--- config.mk ---
export PLATFORM = sky130hd
export DESIGN_NAME = serial_subtractor
export DESIGN_NICKNAME = d
export VERILOG_FILES = /design/src/rtl/serial_subtractor_pkg.sv /design/src/rtl/serial_subtractor_full_subtractor.sv /design/src/rtl/serial_subtractor.sv
export SDC_FILE = /design/constraint.sdc
export NUM_CORES = 1
export LEC_CHECK = 0
export ABC_CLOCK_PERIOD_IN_PS = 1600
export BUFFER_PORTS_ARGS = -buffer_cell sky130_fd_sc_hd__clkbuf_2
export CAP_MARGIN = 40
export CORE_ASPECT_RATIO = 1.1
export CORE_MARGIN = 4
export CORE_UTILIZATION = 50
export DETAILED_ROUTE_END_ITERATION = 6
export PLACE_DENSITY = 0.73
export SKIP_CTS_REPAIR_TIMING = 1
export SYNTH_ARGS = -nofsm -noshare
export SYNTH_HDL_FRONTEND = slang
export SYNTH_SLANG_ARGS = --single-unit
--- constraint.sdc ---
create_clock -name clk -period 1.6 [get_ports clk]
set_input_delay 0.08 -clock clk [delete_from_list [all_inputs] [get_ports clk]]
set_output_delay 0.08 -clock clk [all_outputs]
set_load 0.01 [all_outputs]
--- src/rtl/serial_subtractor_pkg.sv ---
// Shared constants for the bit-serial subtractor: FSM state encoding and default width.
package serial_subtractor_pkg;

   localparam int unsigned DefaultWidth = 8;

   typedef enum logic [1:0] {
      StIdle  = 2'd0,
      StShift = 2'd1,
      StDone  = 2'd2
   } state_e;

endpackage

--- src/rtl/serial_subtractor_full_subtractor.sv ---
// One-bit full-subtractor cell: d = x - y - bin, with borrow out.
module full_subtractor (
   input  logic x,
   input  logic y,
   input  logic bin,
   output logic d,
   output logic bout
);

   assign d    = x ^ y ^ bin;
   assign bout = (~x & y) | (~x & bin) | (y & bin);

endmodule

--- src/rtl/serial_subtractor.sv ---
// Bit-serial a-b: one bit per clock, LSB first, result latched on the final bit.
module serial_subtractor
   import serial_subtractor_pkg::*;
#(
   parameter int unsigned WIDTH = DefaultWidth
) (
   input  logic             clk,
   input  logic             rst_n,
   input  logic             start,
   input  logic [WIDTH-1:0] a,
   input  logic [WIDTH-1:0] b,
   output logic [WIDTH-1:0] diff,
   output logic             borrow_out,
   output logic             busy,
   output logic             done
);

   localparam int unsigned CntW = $clog2(WIDTH);
   localparam logic [CntW-1:0] LastCnt = CntW'(WIDTH - 1);

   state_e           state_q, state_d;
   logic [WIDTH-1:0] shift_a_q, shift_a_d;
   logic [WIDTH-1:0] shift_b_q, shift_b_d;
   logic [WIDTH-1:0] res_q, res_d;
   logic [WIDTH-1:0] diff_q, diff_d;
   logic [CntW-1:0]  cnt_q, cnt_d;
   logic             borrow_q, borrow_d;
   logic             bout_q, bout_d;
   logic             cell_d, cell_bout;

   full_subtractor u_cell (
      .x    (shift_a_q[0]),
      .y    (shift_b_q[0]),
      .bin  (borrow_q),
      .d    (cell_d),
      .bout (cell_bout)
   );

   always_comb begin
      state_d   = state_q;
      shift_a_d = shift_a_q;
      shift_b_d = shift_b_q;
      res_d     = res_q;
      diff_d    = diff_q;
      cnt_d     = cnt_q;
      borrow_d  = borrow_q;
      bout_d    = bout_q;
      unique case (state_q)
         StIdle: begin
            if (start) begin
               shift_a_d = a;
               shift_b_d = b;
               borrow_d  = 1'b0;
               cnt_d     = '0;
               state_d   = StShift;
            end
         end
         StShift: begin
            shift_a_d = shift_a_q >> 1;
            shift_b_d = shift_b_q >> 1;
            // Difference bits enter at the MSB so bit 0 lands at the LSB after WIDTH shifts.
            res_d     = {cell_d, res_q[WIDTH-1:1]};
            borrow_d  = cell_bout;
            cnt_d     = cnt_q + CntW'(1);
            if (cnt_q == LastCnt) begin
               diff_d  = {cell_d, res_q[WIDTH-1:1]};
               bout_d  = cell_bout;
               state_d = StDone;
            end
         end
         StDone: state_d = StIdle;
         default: state_d = StIdle;
      endcase
   end

   always_ff @(posedge clk or negedge rst_n) begin
      if (!rst_n) begin
         state_q   <= StIdle;
         shift_a_q <= '0;
         shift_b_q <= '0;
         res_q     <= '0;
         diff_q    <= '0;
         cnt_q     <= '0;
         borrow_q  <= 1'b0;
         bout_q    <= 1'b0;
      end else begin
         state_q   <= state_d;
         shift_a_q <= shift_a_d;
         shift_b_q <= shift_b_d;
         res_q     <= res_d;
         diff_q    <= diff_d;
         cnt_q     <= cnt_d;
         borrow_q  <= borrow_d;
         bout_q    <= bout_d;
      end
   end

   assign diff       = diff_q;
   assign borrow_out = bout_q;
   assign busy       = (state_q != StIdle);
   assign done       = (state_q == StDone);

endmodule

# Word-level counts from Yosys, hierarchy flattened
# Cells that the tools add are included.
# word_totals
regBits,39
inputBits,19
out_inout_bits,11
# op_classes
add_sub_neg,1
eq_ne,5
mux,11
bitwise,8
reduce_logical,6
# ops
cell,n
8-bit one-hot mux with 2 select lines,2
8-bit 2-to-1 mux,2
3-bit one-hot mux with 2 select lines,1
2-bit AND reduction,3
2-bit 2-to-1 mux,2
2-bit inequality test (second input constant),2
2-bit one-hot mux with 2 select lines,1
2-bit nonzero test,2
3-bit by 1-bit adder with 3-bit output (second input constant),1
1-bit AND,3
3-bit equality test (second input constant),1
3-bit 2-to-1 mux,1
2-bit by 1-bit equality test with 1-bit output (second input constant),1
2-bit equality test (second input constant),1
2-bit logical NOT,1
1-bit OR,2
1-bit one-hot mux with 2 select lines,1
1-bit bitwise XOR,2
1-bit 2-to-1 mux,1
1-bit NOT,1

# Logic depth before layout (Yosys ltp)
# logic_depth
word_depth,5
depth_mapped,5
depth_no_buf,4

# Cells and area by module
# A second synthesis with hierarchy kept.
# hier_totals
cells_unflattened,149
hier_area_um2,1620.3
# by_module_without_submodules
module,instances,cells_per_inst,area_each_um2
serial_subtractor,1,146,1592.8
full_subtractor,1,3,27.5

# Worst setup path after synthesis
# OpenSTA, ideal clock, no wires.
# synth_timing
path_type,register to register
from,reg cnt_q[0]
to,reg bout_q (netlist: borrow_out)
t_arrival_ns,1.360
required_ns,1.475
slack_ns,0.116
path_stages_with_launch,6
path_cell_list,dfrtp_1 -> ha_1 -> ha_1 -> nand3b_1 -> buf_2 -> mux2_2
# synth_between
elab_chain_len,2
# synth_lines
element,line,rtl
from (decl),serial_subtractor.sv:26,"logic [CntW-1:0] cnt_q, cnt_d;"
from (signal assigned),serial_subtractor.sv:92,cnt_q <= cnt_d;
3-bit equality test,serial_subtractor.sv:65,if (cnt_q == LastCnt) begin
2-bit AND reduction (no line),-,
to (signal assigned),serial_subtractor.sv:94,bout_q <= bout_d;
to (decl),serial_subtractor.sv:28,"logic bout_q, bout_d;"
# Every way passes these cells.
# A chain may end at the register's enable or synchronous reset.

# Worst setup path after layout
# Ends and elaborated chain as after synthesis.

==> results.tsv <==
metric	value	unit
outcome	complete, no violations	
Final Power	0.00378	W
antenna cells	0	
Static Leakage	0.991	nW
clock-pin transition on the worst setup and hold timing paths	0.12	ns
Syn. warnings	0	
power per cell area	1810	nW/um2
worst slack, placed	0.0594	ns
initial antenna violation count	0	
Routability Congestion	0.753	
Seq cells post-synth	38	
VDD IR max	0.733	mV
Initial Utilization	0.520	
Synth async-reset ratio	1.00	
Hold Crit Class	in -> reg	
share of the synthesized area in the top cell type	0.544	
die area	4510	um2
cell count after synthesis	135	
DIE HEIGHT	70.0	um
wire per inst	14.4	um
crit path time final	1.55	ns
global-route wire length before repair	5460	um
clock skew	0.0169	ns
CP top delay family	adder cells	
Area growth, synth to finish	19.5	%
Slew Viols, Final	0	
grt total ovfl	0	
Synth Net Count	157	
main flop type after synthesis	dfrtp_1	
clock buffer depth	2	
startpoint class of the critical path	flop	
NumNets Final	198	
CP max stage delay	0.41	ns
cell mode on critical path	ha_1	
core outline area	3360	um2
sum of negative setup slack	0	ns
Arr. time, crit path	1.77	ns
Mapped Area	1750	um2
CP required	1.82	ns
total CTS buffers	5	
CTS tree	yes	
post-route setup slack	0.0509	ns
largest cells by area after synthesis	dfrtp_1 54%, mux2_2 9.0%, nor3b_1 4.7%	
Hold Slack	0.0880	ns
Commonest cells post-synth	38 x dfrtp_1, 14 x mux2_2, 12 x inv_1, 11 x nor3b_1	
DR vias/cell	5.35	
share of cells above drive strength 1	0.424	
DRC viols	0	
Tot GR Track Use	0.156	
Slew headroom	0.736	
Buffers on Ports	29	
worst-margin pin slew	0.396	ns
fmax	646	MHz
number of synthesized flops with an enable pin	0	
DRT iter0 DRCs	31	
critical path class	reg -> reg	
register area share after synthesis	0.544	
Die X-Extent	64.4	um
final WL	3250	um
crit-path cells	ha_1 > ha_1 > nand3b_1 > buf_12 > mux2_2	
CP max FO	10	
Hold Violations, Final	0	
Detailed Place HPWL	2280	um
largest area contributor in the netlist	dfrtp_1	
CP max-delay cell	dfrtp_1	
Worst Path Buf+Inv	1	
vias	1203	
Final Setup Violations	0	
boundary pin count	30	
H-tree Lvls	2	
clock root cell	clkbuf_4	
RSZ-0062 raised after global routing	no	
Cell Rows	22	
clock tree sinks	38	
Pre-Repair DR Iteration Count	4	
largest net degree at the start of global routing	21	
Synth Area per Inst	12.9	um2
top-count cell post-synth	dfrtp_1	
period utilization	0.968	
ANT nets after route	0	
vias in the first global route	1243	
Critical Path Sink Type	flop	
max_cap viols	0	
clock latency on the worst-skew pair	0.34	ns
library cells used by synthesis	24	
## layout by cell type (no fill, tap or decap), drive strengths merged
| master | netlist | routed |
|---|---|---|
| inv | 12 | 12 |
| o21ba | 1 | 1 |
| clkinv | 0 | 1 |
| nor4b | 9 | 9 |
| ha | 2 | 2 |
| dfrtp | 38 | 38 |
| or4b | 5 | 5 |
| a22o | 3 | 3 |
| mux2i | 3 | 3 |
| nand2b | 1 | 1 |
| buf | 9 | 15 |
| a211oi | 9 | 9 |
| nand3b | 1 | 1 |
| a211o | 2 | 2 |
| nor2b | 2 | 2 |
| a21oi | 1 | 1 |
| clkbuf | 2 | 35 |
| or2 | 1 | 1 |
| o221a | 5 | 5 |
| mux2 | 14 | 14 |
| clkinvlp | 0 | 1 |
| fa | 1 | 1 |
| nor4bb | 2 | 2 |
| nor3b | 11 | 11 |
| o21bai | 1 | 1 |
| dlygate4sd3 | 0 | 1 |
## metal layers
| layer | vias to the layer above | share of wire | track usage | wire length, um |
|---|---|---|---|---|
| li1 | 583 | - | - | - |
| met1 | 596 | 0.46 | 0.196 | 1490 |
| met2 | 19 | 0.50 | 0.258 | 1610 |
| met3 | 5 | 0.030 | 0.0338 | 99 |
| met4 | 0 | 0.013 | 0.0634 | 42 |
| met5 | - | 0 | 0 | 0 |
## sequential cells by signal (all words and copies together) (netlist names)
name / count
shift_a_q: 8
state_q: 2
res_q: 7
borrow_q: 1
borrow_out: 1
cnt_q: 3
diff: 8
shift_b_q: 8
## power by group
part	switching, W	internal [W]	leakage (nW)	total, W
clock network	0.000303	0.000211	0.0343	0.000515
logic	0.000697	0.000872	0.503	0.00157
registers	0.000275	0.00143	0.454	0.00170
total	0.00128	0.00251	0.991	0.00378
## cells by family (layout without fill, tap and decap cells)
kind of cell / count (synthesis) / count (layout) / share of synthesized area
AO/OA/AOI/OAI: 22 / 22 / 0.109
adder cells (fa/ha/maj): 3 / 3 / 0.0258
buffers and inverters: 23 / 65 / 0.0630
flip-flops: 38 / 38 / 0.544
multiplexers: 17 / 17 / 0.107
AND/OR/NAND/NOR: 32 / 32 / 0.151
## final timing paths
path                                from            to  slack [ns]  cells past startpoint
max in group asynchronous          rst_n       diff[6]        0.87                      3
min in group asynchronous          rst_n      cnt_q[0]        0.19                      2
worst min-delay path                a[6]  shift_a_q[6]        0.09                      3
worst max-delay path            cnt_q[0]    borrow_out        0.05                      5
worst min register to register  cnt_q[0]      cnt_q[0]        0.50                      1
worst max register to register  cnt_q[0]    borrow_out        0.05                      5
## worst register-to-register path, stage by stage (launching register included)
cell,delay (ns)
dfrtp_1,0.41
ha_1,0.21
ha_1,0.20
nand3b_1,0.13
buf_12,0.15
mux2_2,0.33
## layout make-up
class | instances | area, um2
Sequential cell | 38 | 953
Inverter | 12 | 45.0
Multi-Input combinational cell | 74 | 687
Clock buffer | 6 | 51.3
Tap cell | 48 | 60.1
Clock inverter | 2 | 12.5
Fill cell | 296 | 1270
Timing Repair Buffer | 45 | 280
## metrics by stage
step	utilization	std cells	cell area (um2)
after global routing	0.622	225	2090
after global placement	0.586	210	1970
after detailed placement	0.586	210	1970
final	0.622	225	2090
after floorplan	-	135	1750
after CTS	0.605	218	2030
Power figures use the tool's default switching activity.
